**src/rtl/ptu_pkg.sv**
```systemverilog
// Shared mode codes, TX FSM state encoding and helpers for nibble_uart_tx.
// Parity support is compiled in only when PTU_PARITY_EN is defined.
package ptu_pkg;

  localparam logic [1:0] MODE_IDLE     = 2'b00;
  localparam logic [1:0] MODE_LOAD_LSB = 2'b01;
  localparam logic [1:0] MODE_LOAD_MSB = 2'b10;
  localparam logic [1:0] MODE_SEND     = 2'b11;

  typedef enum logic [2:0] {
    S_IDLE   = 3'd0,
    S_START  = 3'd1,
    S_DATA   = 3'd2,
    S_PARITY = 3'd3,
    S_STOP   = 3'd4
  } tx_state_t;

  // All FSM registers grouped so checkers can bind to one signal.
  typedef struct packed {
    tx_state_t  state;
    logic [2:0] bit_cnt;
    logic       stop_cnt;
  } tx_fsm_t;

  function automatic logic byte_parity(input logic [7:0] b, input logic odd);
    return (^b) ^ odd;
  endfunction

endpackage

```
**src/rtl/ptu_fifo.sv**
```systemverilog
// Synchronous byte FIFO with registered empty/full flags and occupancy count.
import ptu_pkg::*;

module ptu_fifo #(
  parameter int DEPTH = 4
) (
  input  logic                       clk,
  input  logic                       reset,
  // push/pop are single-cycle requests. A pop is accepted only when the FIFO
  // is non-empty (judged before any same-cycle push). A push is accepted when
  // not full, or when full and a pop is accepted in the same cycle.
  input  logic                       push,
  input  logic [7:0]                 push_data,
  input  logic                       pop,
  output logic [7:0]                 head,
  output logic                       empty,
  output logic                       full,
  output logic [$clog2(DEPTH):0]     count
);

  localparam int AW = $clog2(DEPTH);
  localparam int CW = AW + 1;

  logic [7:0]    mem [DEPTH];
  logic [AW-1:0] wr_ptr;
  logic [AW-1:0] rd_ptr;
  logic          pop_ok;
  logic          push_ok;
  logic [CW-1:0] count_next;

  assign pop_ok     = pop && !empty;
  assign push_ok    = push && (!full || pop_ok);
  assign count_next = count + CW'(push_ok) - CW'(pop_ok);
  assign head       = mem[rd_ptr];

  always_ff @(posedge clk) begin
    if (reset) begin
      wr_ptr <= '0;
      rd_ptr <= '0;
      count  <= '0;
      empty  <= 1'b1;
      full   <= 1'b0;
    end else begin
      if (push_ok) wr_ptr <= wr_ptr + AW'(1);
      if (pop_ok)  rd_ptr <= rd_ptr + AW'(1);
      count <= count_next;
      empty <= (count_next == '0);
      full  <= (count_next == CW'(DEPTH));
    end
  end

  // Storage carries no reset; the pointers define what is valid.
  always_ff @(posedge clk) begin
    if (push_ok) mem[wr_ptr] <= push_data;
  end

endmodule

```
**src/rtl/nibble_uart_tx.sv**
```systemverilog
// Nibble-loaded byte FIFO feeding an 8N1/8N2 UART transmitter.
// Define PTU_PARITY_EN to insert a parity bit after data bit 7.
import ptu_pkg::*;

module nibble_uart_tx #(
  parameter int CLKS_PER_BIT = 16,
  parameter int FIFO_DEPTH   = 4,
  parameter int STOP_BITS    = 1,
  parameter int PARITY_ODD   = 0
) (
  input  logic       clk,
  input  logic       reset,
  input  logic [3:0] data_pins,
  input  logic [1:0] mode,
  output logic       uart_tx,
  output logic       busy,
  output logic       fifo_empty,
  output logic       fifo_full,
  output logic       overflow
);

  localparam int BW = $clog2(CLKS_PER_BIT);
  localparam int CW = $clog2(FIFO_DEPTH) + 1;
  localparam logic [BW-1:0] BAUD_LAST = BW'(CLKS_PER_BIT - 1);

  logic [1:0]    mode_q;
  logic [3:0]    lsb_q;
  logic          push;
  logic          pop;
  logic [7:0]    fifo_head;
  logic [CW-1:0] fifo_count;

  tx_fsm_t       fsm;
  logic [BW-1:0] baud_cnt;
  logic [7:0]    shreg;
  logic          tx_q;
  logic          busy_q;
  logic          overflow_q;

  logic bit_done;
  logic stop_last;
  logic can_send;
  logic start_idle;
  logic start_b2b;

  // Nibble capture and entry detect on LOAD_MSB.
  always_ff @(posedge clk) begin
    if (reset) begin
      mode_q <= MODE_IDLE;
      lsb_q  <= 4'h0;
    end else begin
      mode_q <= mode;
      if (mode == MODE_LOAD_LSB) lsb_q <= data_pins;
    end
  end

  assign push = (mode == MODE_LOAD_MSB) && (mode_q != MODE_LOAD_MSB);

  ptu_fifo #(.DEPTH(FIFO_DEPTH)) u_fifo (
    .clk       (clk),
    .reset     (reset),
    .push      (push),
    .push_data ({data_pins, lsb_q}),
    .pop       (pop),
    .head      (fifo_head),
    .empty     (fifo_empty),
    .full      (fifo_full),
    .count     (fifo_count)
  );

  always_ff @(posedge clk) begin
    if (reset) overflow_q <= 1'b0;
    else if (push && fifo_full && !pop) overflow_q <= 1'b1;
  end

  assign bit_done   = (baud_cnt == BAUD_LAST);
  assign stop_last  = (STOP_BITS == 1) || fsm.stop_cnt;
  assign can_send   = (mode == MODE_SEND) && !fifo_empty;
  assign start_idle = (fsm.state == S_IDLE) && can_send;
  assign start_b2b  = (fsm.state == S_STOP) && bit_done && stop_last && can_send;
  assign pop        = start_idle || start_b2b;

`ifdef PTU_PARITY_EN
  logic parity_q;

  always_ff @(posedge clk) begin
    if (reset)    parity_q <= 1'b0;
    else if (pop) parity_q <= byte_parity(fifo_head, PARITY_ODD != 0);
  end
`endif

  // Baud counter restarts on every bit boundary so frames never drift.
  always_ff @(posedge clk) begin
    if (reset || fsm.state == S_IDLE || bit_done) baud_cnt <= '0;
    else                                          baud_cnt <= baud_cnt + BW'(1);
  end

  always_ff @(posedge clk) begin
    if (reset) begin
      fsm    <= '{state: S_IDLE, bit_cnt: 3'd0, stop_cnt: 1'b0};
      shreg  <= 8'h00;
      tx_q   <= 1'b1;
      busy_q <= 1'b0;
    end else begin
      case (fsm.state)
        S_IDLE: begin
          if (start_idle) begin
            fsm.state <= S_START;
            shreg     <= fifo_head;
            tx_q      <= 1'b0;
            busy_q    <= 1'b1;
          end
        end
        S_START: begin
          if (bit_done) begin
            fsm.state   <= S_DATA;
            fsm.bit_cnt <= 3'd0;
            tx_q        <= shreg[0];
          end
        end
        S_DATA: begin
          if (bit_done) begin
            if (fsm.bit_cnt == 3'd7) begin
`ifdef PTU_PARITY_EN
              fsm.state <= S_PARITY;
              tx_q      <= parity_q;
`else
              fsm.state    <= S_STOP;
              fsm.stop_cnt <= 1'b0;
              tx_q         <= 1'b1;
`endif
            end else begin
              fsm.bit_cnt <= fsm.bit_cnt + 3'd1;
              shreg       <= {1'b0, shreg[7:1]};
              tx_q        <= shreg[1];
            end
          end
        end
`ifdef PTU_PARITY_EN
        S_PARITY: begin
          if (bit_done) begin
            fsm.state    <= S_STOP;
            fsm.stop_cnt <= 1'b0;
            tx_q         <= 1'b1;
          end
        end
`endif
        S_STOP: begin
          if (bit_done) begin
            if (!stop_last) begin
              fsm.stop_cnt <= 1'b1;
            end else if (start_b2b) begin
              fsm.state <= S_START;
              shreg     <= fifo_head;
              tx_q      <= 1'b0;
            end else begin
              fsm.state <= S_IDLE;
              busy_q    <= 1'b0;
            end
          end
        end
        default: begin
          fsm.state <= S_IDLE;
          tx_q      <= 1'b1;
          busy_q    <= 1'b0;
        end
      endcase
    end
  end

  assign uart_tx  = tx_q;
  assign busy     = busy_q;
  assign overflow = overflow_q;

  always_ff @(posedge clk) begin
    if (!reset) begin
      assert (fifo_full == (fifo_count == CW'(FIFO_DEPTH)));
      assert (PARITY_ODD == 0 || PARITY_ODD == 1);
    end
  end

endmodule

```
**config.mk**
```make
export PLATFORM = sky130hd
export DESIGN_NAME = nibble_uart_tx
export DESIGN_NICKNAME = d
export VERILOG_FILES = /design/src/rtl/ptu_pkg.sv /design/src/rtl/ptu_fifo.sv /design/src/rtl/nibble_uart_tx.sv
export SDC_FILE = /design/constraint.sdc
export NUM_CORES = 1
export LEC_CHECK = 0
export BUFFER_PORTS_ARGS = -buffer_cell sky130_fd_sc_hd__clkbuf_2
export CORE_ASPECT_RATIO = 1.4
export CORE_UTILIZATION = 55
export DETAILED_ROUTE_END_ITERATION = 7
export GPL_TIMING_DRIVEN = 0
export PLACE_DENSITY_LB_ADDON = 0.2
export SKIP_CTS_REPAIR_TIMING = 1
export SLEW_MARGIN = 40
export SYNTH_ARGS = -nofsm -noshare
export SYNTH_HDL_FRONTEND = slang
export SYNTH_SLANG_ARGS = --single-unit
```
**constraint.sdc**
```tcl
create_clock -name clk -period 4.95 [get_ports clk]
set_clock_uncertainty 0.1 [all_clocks]
set_input_delay 0.2475 -clock clk [delete_from_list [all_inputs] [get_ports clk]]
set_output_delay 0.2475 -clock clk [all_outputs]
set_load 0.02 [all_outputs]
```
==> reports/summary.txt, run 1 <==
FF+latch count, synth: 70
Via density: 5.55
Critical path arrival: 3180 ps
Worst-path fanout max: 10
Final Core Density: 63.9%
Placed cell areas: 3200 sq um
FFs w/ async S/R, synth: 0%
Sink Count: 70
P_sw: 0.394 mW
RSZ-0062 raised after global routing: no
Sw frac: 29.2%
Sequential share of the synthesized area: 56.2%
Most used routing layer: met2
Main synth FF type: dfxtp_1
Met2 usage: 36.5%
Nets: 287
Crit path max-delay family: adder cells
Final Setup Violations: 0
CP Buf/Inv Count: 5
Area leader, netlist: edfxtp_1
Sequential share of power: 50.8%
Slew Viols, Final: 0
Critical Path RT: 5090 ps
Initial Utilization: 58.1%
Area share of the largest cell type after synthesis: 31.3%
First-pass GRT wire length: 9020 um
Mapped cell area: 3070 sq um
Drc violations: 0
Largest net degree at the start of global routing: 14
CTS tree: yes
Max_slew headroom: 59.9%
GR Util met1: 23.0%
R2R setup slack: 1910 ps
Die area: 5880 sq um
Root buffer cell: clkbuf_8
HPWL Detailed: 3740 um
First-pass DRT Iterations: 4
Pint: 0.956 mW
Number of global-route vias before repair: 1907
Final Hold Fails: 0
Antenna violations before repair: 0
CP Launch Type: flop
Core Box Area: 5280 sq um
WHS: 34.8 ps
Routability Congestion: 0.856
P_leak: 1.25 nW
Layout area overhead: 9.96%
I/O Buffers: 11
Clock power share: 28.9%
Final instance area: 3370 sq um
Worst setup EP type: flop
WL/cell: 15.7 um
Width of the die: 65.1 um
GR Layer Usage met3: 3.79%
Post-synth cell types: 51
Cells after synthesis: 247
Total CTS buffers: 9
Final Cycle Share: 61.3%
PwrDens: 401 nW/um^2
Synthesized Nets: 265
# diodes: 0
Top cells by area, synth: edfxtp_1 (31%), dfxtp_1 (25%), mux4_2 (5.9%)
I/O pin cnt: 13
Final ANT Viol Nets: 0
Worst slew pin tran: 600 ps
WL final: 5330 um
Worst hold path class: in -> reg
Yosys warns: 0
F_max: 329 MHz
H-tree depth: 3
Mean Syn Cell Area: 12.4 sq um
GRT Util Overall: 21.1%
Peak VDD IR: 0.269 mV
Crit-path most repeated cell: ha_1
Slowest CP cell: fa_1
CP peak stage delay: 370 ps
Post-synth EDFFs: 32
1st-iter DRT viols: 115
Vias: 1887
Fraction of layout cells with a size suffix above 1: 20.4%
Die height: 90.3 um
Status: finished, final reports clean
Setup_tns: 0 ps
Clock-pin slew on the worst setup and hold paths: 80 ps
Tmin final: 3040 ps
Crit Path Category: reg -> reg
Max-cap violations: 0
Clock Latency Late Sink: 340 ps
Critical-path cell list: ha_1 > and3_1 > buf_2 > o211ai_4 > inv_2 > buf_4 > ha_1 > inv_1 > ha_1 > inv_1 > fa_1 > xor2_1 > xnor2_1 > nor2_1 > and3_1
Clock tree buffer depth: 2
Comb power frac: 20.3%
Grt total ovfl: 0
Rows: 31
-- metal layers --
layer  part of all wire, %  wire length, um
met1                    41             2210
met2                    52             2800
met3                   2.9              156
met4                   3.2              170
met5                     0                0
-- cell families (layout without fill, tap and decap cells) --
logic type	count (synthesis)	after routing	synth area share, %
and+or+nand+nor	84	84	14.7
DFF	70	70	56.2
AOI/OAI and AO/OA	31	31	9.06
buffers and inverters	28	55	4.86
muxes	18	18	9.18
adders and majority gates	10	10	4.33
xor gates and xnor gates	6	6	1.71
-- layout make-up --
cell class	instances	area, sq um
inverter	11	41.3
sequential	70	1720
multi-input combinational	149	1190
tap	66	82.6
clock buffer	10	128
fill	431	1900
timing repair buffer	11	55.1
clock inverter	6	40.0
buffer	17	108
-- flip-flops by register name, summed over array words and instances (netlist names), 2 cells and up, named ones only --
| register | flops |
|---|---|
| fsm | 6 |
| u_fifo.rd_ptr | 2 |
| u_fifo.wr_ptr | 2 |
| shreg | 8 |
| u_fifo.mem | 32 |
| lsb_q | 4 |
| u_fifo.count | 3 |
| mode_q | 2 |
| baud_cnt | 4 |
-- power by group through the flow --
| stage | Sequential [mW] | Clock (mW) | Combinational (mW) |
|---|---|---|---|
| after floorplan | 0.710 | 0 | 0.199 |
| after global placement | 0.696 | 0 | 0.270 |
| after detailed placement | 0.700 | 0 | 0.275 |
| after CTS | 0.687 | 0.399 | 0.275 |
| after global routing | 0.693 | 0.427 | 0.302 |
| final | 0.687 | 0.390 | 0.274 |
-- cells in the mapped netlist (2+ instances only) --
master     n
a21oi_1    6
a22oi_1    2
a311oi_2   6
and2_1     4
and3_1     3
buf_2      2
buf_6      5
clkbuf_1   8
dfxtp_1   38
edfxtp_1  32
ha_1       9
inv_1      9
inv_2      2
mux2i_1    9
mux4_2     8
nand2_1    7
nand2b_1   4
nand3_1   10
nand3b_1   4
nor2_1    25
nor2b_1    3
nor3_1    10
nor3b_1    2
o211ai_1   2
o21ai_0    3
o21ai_1    2
or3_1      4
xnor2_1    4
xor2_1     2
-- through the flow --
stage          std cells  setup slack (ps)  total power, mW
3_3_place_gp         324              1900            0.966
6_report             340              1910             1.35
3_5_place_dp         324              1890            0.975
2_1_floorplan        247              2120            0.909
5_1_grt              340              1700             1.42
4_1_cts              340              1880             1.36
-- cells in the final DEF (no fill, tap or decap), types with 4 or more instances in the layout --
master,n
mux2i_1,9
inv_1,9
ha_1,9
a21oi_1,6
nor2_1,25
edfxtp_1,32
buf_6,5
and2_1,4
nor3_1,10
nand3b_1,4
a311oi_2,6
or3_1,4
dfxtp_1,38
xnor2_1,4
nand3_1,10
mux4_2,8
clkbuf_2,11
nand2_1,7
clkbuf_8,9
clkbuf_1,9
nand2b_1,4
-- worst paths after layout --
check / from / to / depth (start not counted)
worst max-delay path: baud_cnt[0] / u_fifo.full / 15
worst min-delay path: data_pins[0] / u_fifo.mem[0][4] / 1
worst max register to register: baud_cnt[0] / u_fifo.full / 15
worst min register to register: baud_cnt[0] / baud_cnt[0] / 1
(Power assumes the default switching activity.)
==> run 2: changes to the inputs <==
--- a/config.mk
+++ b/config.mk
@@ -5,6 +5,7 @@
 export SDC_FILE = /design/constraint.sdc
 export NUM_CORES = 1
 export LEC_CHECK = 0
+export ABC_AREA = 1
 export BUFFER_PORTS_ARGS = -buffer_cell sky130_fd_sc_hd__clkbuf_2
 export CORE_ASPECT_RATIO = 1.4
 export CORE_UTILIZATION = 55
==> constraint.sdc (replaced) <==
create_clock -name clk -period 3.1 [get_ports clk]
set_clock_uncertainty 0.1 [all_clocks]
set_input_delay 0.155 -clock clk [delete_from_list [all_inputs] [get_ports clk]]
set_output_delay 0.155 -clock clk [all_outputs]
set_load 0.02 [all_outputs]
==> run 2 against run 1 <==
  * Combinational power grew to 2.5 times the previous value
  * Via count up 20%
  * Largest cell class unchanged
  * First-iteration DRC count grew 47%
==> reports/summary.txt, run 2 <==
Placed insts: 425 (+31%)
Setup_tns: 0 ps (unchanged)
Rows: 31 (unchanged)
Hold Path Origin: baud_cnt[0]
Number of global-route vias before repair: 2242 (+18%)
1st-iter DRT viols: 169 (+47%)
Via density: 5.05 (-9.0%)
Crit Path Category: reg -> reg
Reg2reg path depth: 14 (-1)
Max-cap violations: 0 (unchanged)
Peak VDD IR: 0.515 mV (+92%)
CP peak stage delay: 380 ps (about the same)
Worst Slack Setup Final: 444 ps (-1470 ps)
Fraction of layout cells with a size suffix above 1: 13.6% (-6.8 points)
Cells after synthesis: 347 (+40%)
Final Hold Fails: 0 (unchanged)
Post-synth EDFFs: 32 (unchanged)
First-pass DRT Iterations: 4 (unchanged)
PwrDens: 743 nW/um^2 (+85%)
Drc violations: 0 (unchanged)
Worst hold path class: reg -> reg
Vias: 2262 (+20%)
Sink Count: 70 (unchanged)
Status: finished, final reports clean
R2r startpoint: baud_cnt[0]
Layout area overhead: 13.2%
Top cells by area, synth: edfxtp_1 (31%), dfxtp_1 (25%), nor2_1 (9.4%)
Slew Viols, Final: 0 (unchanged)
Grt total ovfl: 0 (unchanged)
CTS tree: yes
RSZ-0062 raised after global routing: no
Initial Utilization: 58.0% (-0.12 points)
Routability Congestion: 0.837 (-2.1%)
Post-synth cell types: 30 (-41%)
Largest net degree at the start of global routing: 13 (-1)
Width of the die: 65.0 um (about the same)
R2R setup slack: 440 ps (-1470 ps)
Final Setup Violations: 0 (unchanged)
FF+latch count, synth: 70 (unchanged)
GRT Util Overall: 23.1% (+1.9 points)
Die height: 90.2 um (about the same)
Commonest non-fill, non-tap cells in the layout: nor2_1 (77), nand2_1 (69), dfxtp_1 (38), inv_1 (33)
Mean Syn Cell Area: 8.82 sq um (-29%)
Critical path arrival: 2820 ps (-360 ps)
Critical-path cell list: ha_1 > nand3_4 > clkinv_2 > nand3_4 > nand2_1 > ha_1 > inv_1 > ha_1 > inv_1 > fa_1 > xnor2_1 > xor2_1 > nor2_1 > a21oi_1
Yosys warns: 0 (unchanged)
Slowest CP cell: fa_1
Root buffer cell: clkbuf_8
R2r endpoint: u_fifo.empty
CP Buf/Inv Count: 3 (-2)
F_max: 377 MHz (+14%)
Final ANT Viol Nets: 0 (unchanged)
FFs w/ async S/R, synth: 0% (unchanged)
# diodes: 0 (unchanged)
Commonest non-fill, non-tap cell in the layout: nor2_1
Top post-synthesis cells by count: nor2_1 (77), nand2_1 (69), dfxtp_1 (38), inv_1 (33)
Worst setup EP type: flop
Nets: 395 (+38%)
WL/cell: 13.3 um (-15%)
Tmin final: 2660 ps (-380 ps)
Clock tree buffer depth: 2 (unchanged)
Most flop-heavy register: u_fifo.mem
Crit path max-delay family: adder cells
Post-Layout Cell Count: 448 (+32%)
Main synth FF type: dfxtp_1
Hold path depth: 1 (unchanged)
Worst slew pin tran: 833 ps (+234 ps)
WL final: 5960 um (+12%)
Mapped cell area: 3060 sq um (-0.20%)
Core Box Area: 5280 sq um (unchanged)
Worst-path fanout max: 6 (-4)
First-pass GRT wire length: 10100 um (+12%)
Total CTS buffers: 9 (unchanged)
Antenna violations before repair: 0 (unchanged)
Clock Latency Late Sink: 340 ps (about the same)
Largest regs: u_fifo.mem x32, shreg x8, fsm x6
Area share of the largest cell type after synthesis: 31.4% (+0.064 points)
Count leader, synth: nor2_1
Hold endpoint: baud_cnt[0]
Synthesized Nets: 365 (+38%)
Max_slew headroom: 44.2% (-16 points)
Die area: 5870 sq um (-0.20%)
I/O pin cnt: 13 (unchanged)
Sequential share of the synthesized area: 56.3% (+0.11 points)
Max reg flops: 32 (unchanged)
P_leak: 1.49 nW (+19%)
Worst setup path startpoint: baud_cnt[0]
H-tree depth: 3 (unchanged)
I/O Buffers: 12 (+1)
Clock-pin slew on the worst setup and hold paths: 70 ps (about the same)
WHS: 347 ps (+313 ps)
Critical Path RT: 3260 ps (-1830 ps)
Crit-path most repeated cell: ha_1
Final Cycle Share: 85.7% (+24 points)
CP Launch Type: flop
HPWL Detailed: 4230 um (+13%)
Area leader, netlist: edfxtp_1
Pre-CTS setup slack: 454 ps (-1430 ps)
## run 2: cell count changes in the layout (fill, tap and decap cells not counted), sizes merged, moves of 7 or more
cell	change
nand2	+65
nor2	+57
inv	+28
o21ai	+27
nor3	-10
mux2i	-9
mux4	-8
a311oi	-7
dlygate4sd3	+7
## run 2: metrics by stage
step                      utilization (%)  area [sq um]  power [mW]
final                                65.7          3460        2.57
after floorplan                         -          3060        1.71
after detailed placement             60.7          3200        1.87
after global placement               60.7          3200        1.84
after CTS                            64.3          3390        2.58
after global routing                 65.7          3460        2.74
## run 2: area by class of cell
cell class / instances / area, sq um
Fill cell: 471 / 1810
Sequential cell: 70 / 1720
Multi-Input combinational cell: 228 / 1140
Inverter: 40 / 151
Clock buffer: 12 / 145
Timing Repair Buffer: 19 / 130
Tap cell: 66 / 82.6
Buffer: 9 / 48.8
Clock inverter: 4 / 46.3
## run 2: cells by family (layout without fill, tap and decap cells)
logic type	Yosys count	after routing	share of synthesized area (%)
and+or+nand+nor	172	172	24.7
DFF	70	70	56.3
buffers and inverters	49	84	6.54
AOI/OAI and AO/OA	42	42	7.03
adders and majority gates	10	10	4.34
xor gates and xnor gates	4	4	1.15
## run 2: how the worst max path moves through the flow
stage	to	slack (ps)	cells past startpoint
detailed placement	u_fifo.empty	450	14
finish	u_fifo.empty	440	14
global route	u_fifo.empty	250	14
floorplan	u_fifo.empty	680	14
CTS	u_fifo.empty	430	14
global placement	u_fifo.empty	510	14
## run 2: power breakdown
group | leakage [nW] | internal (mW) | switching (mW)
combinational | 0.784 | 0.246 | 0.443
clock | 0.101 | 0.392 | 0.324
sequential | 0.604 | 1.09 | 0.0751
total | 1.49 | 1.73 | 0.841
## run 2: metal layers
| layer | part of all wire, % | GRT usage [%] | vias up |
|---|---|---|---|
| met4 | 1.4 | 9.78 | 0 |
| met5 | 0 | 0 | - |
| li1 | - | - | 1173 |
| met3 | 3.5 | 4.57 | 6 |
| met1 | 43 | 25.6 | 1036 |
| met2 | 52 | 41.5 | 47 |
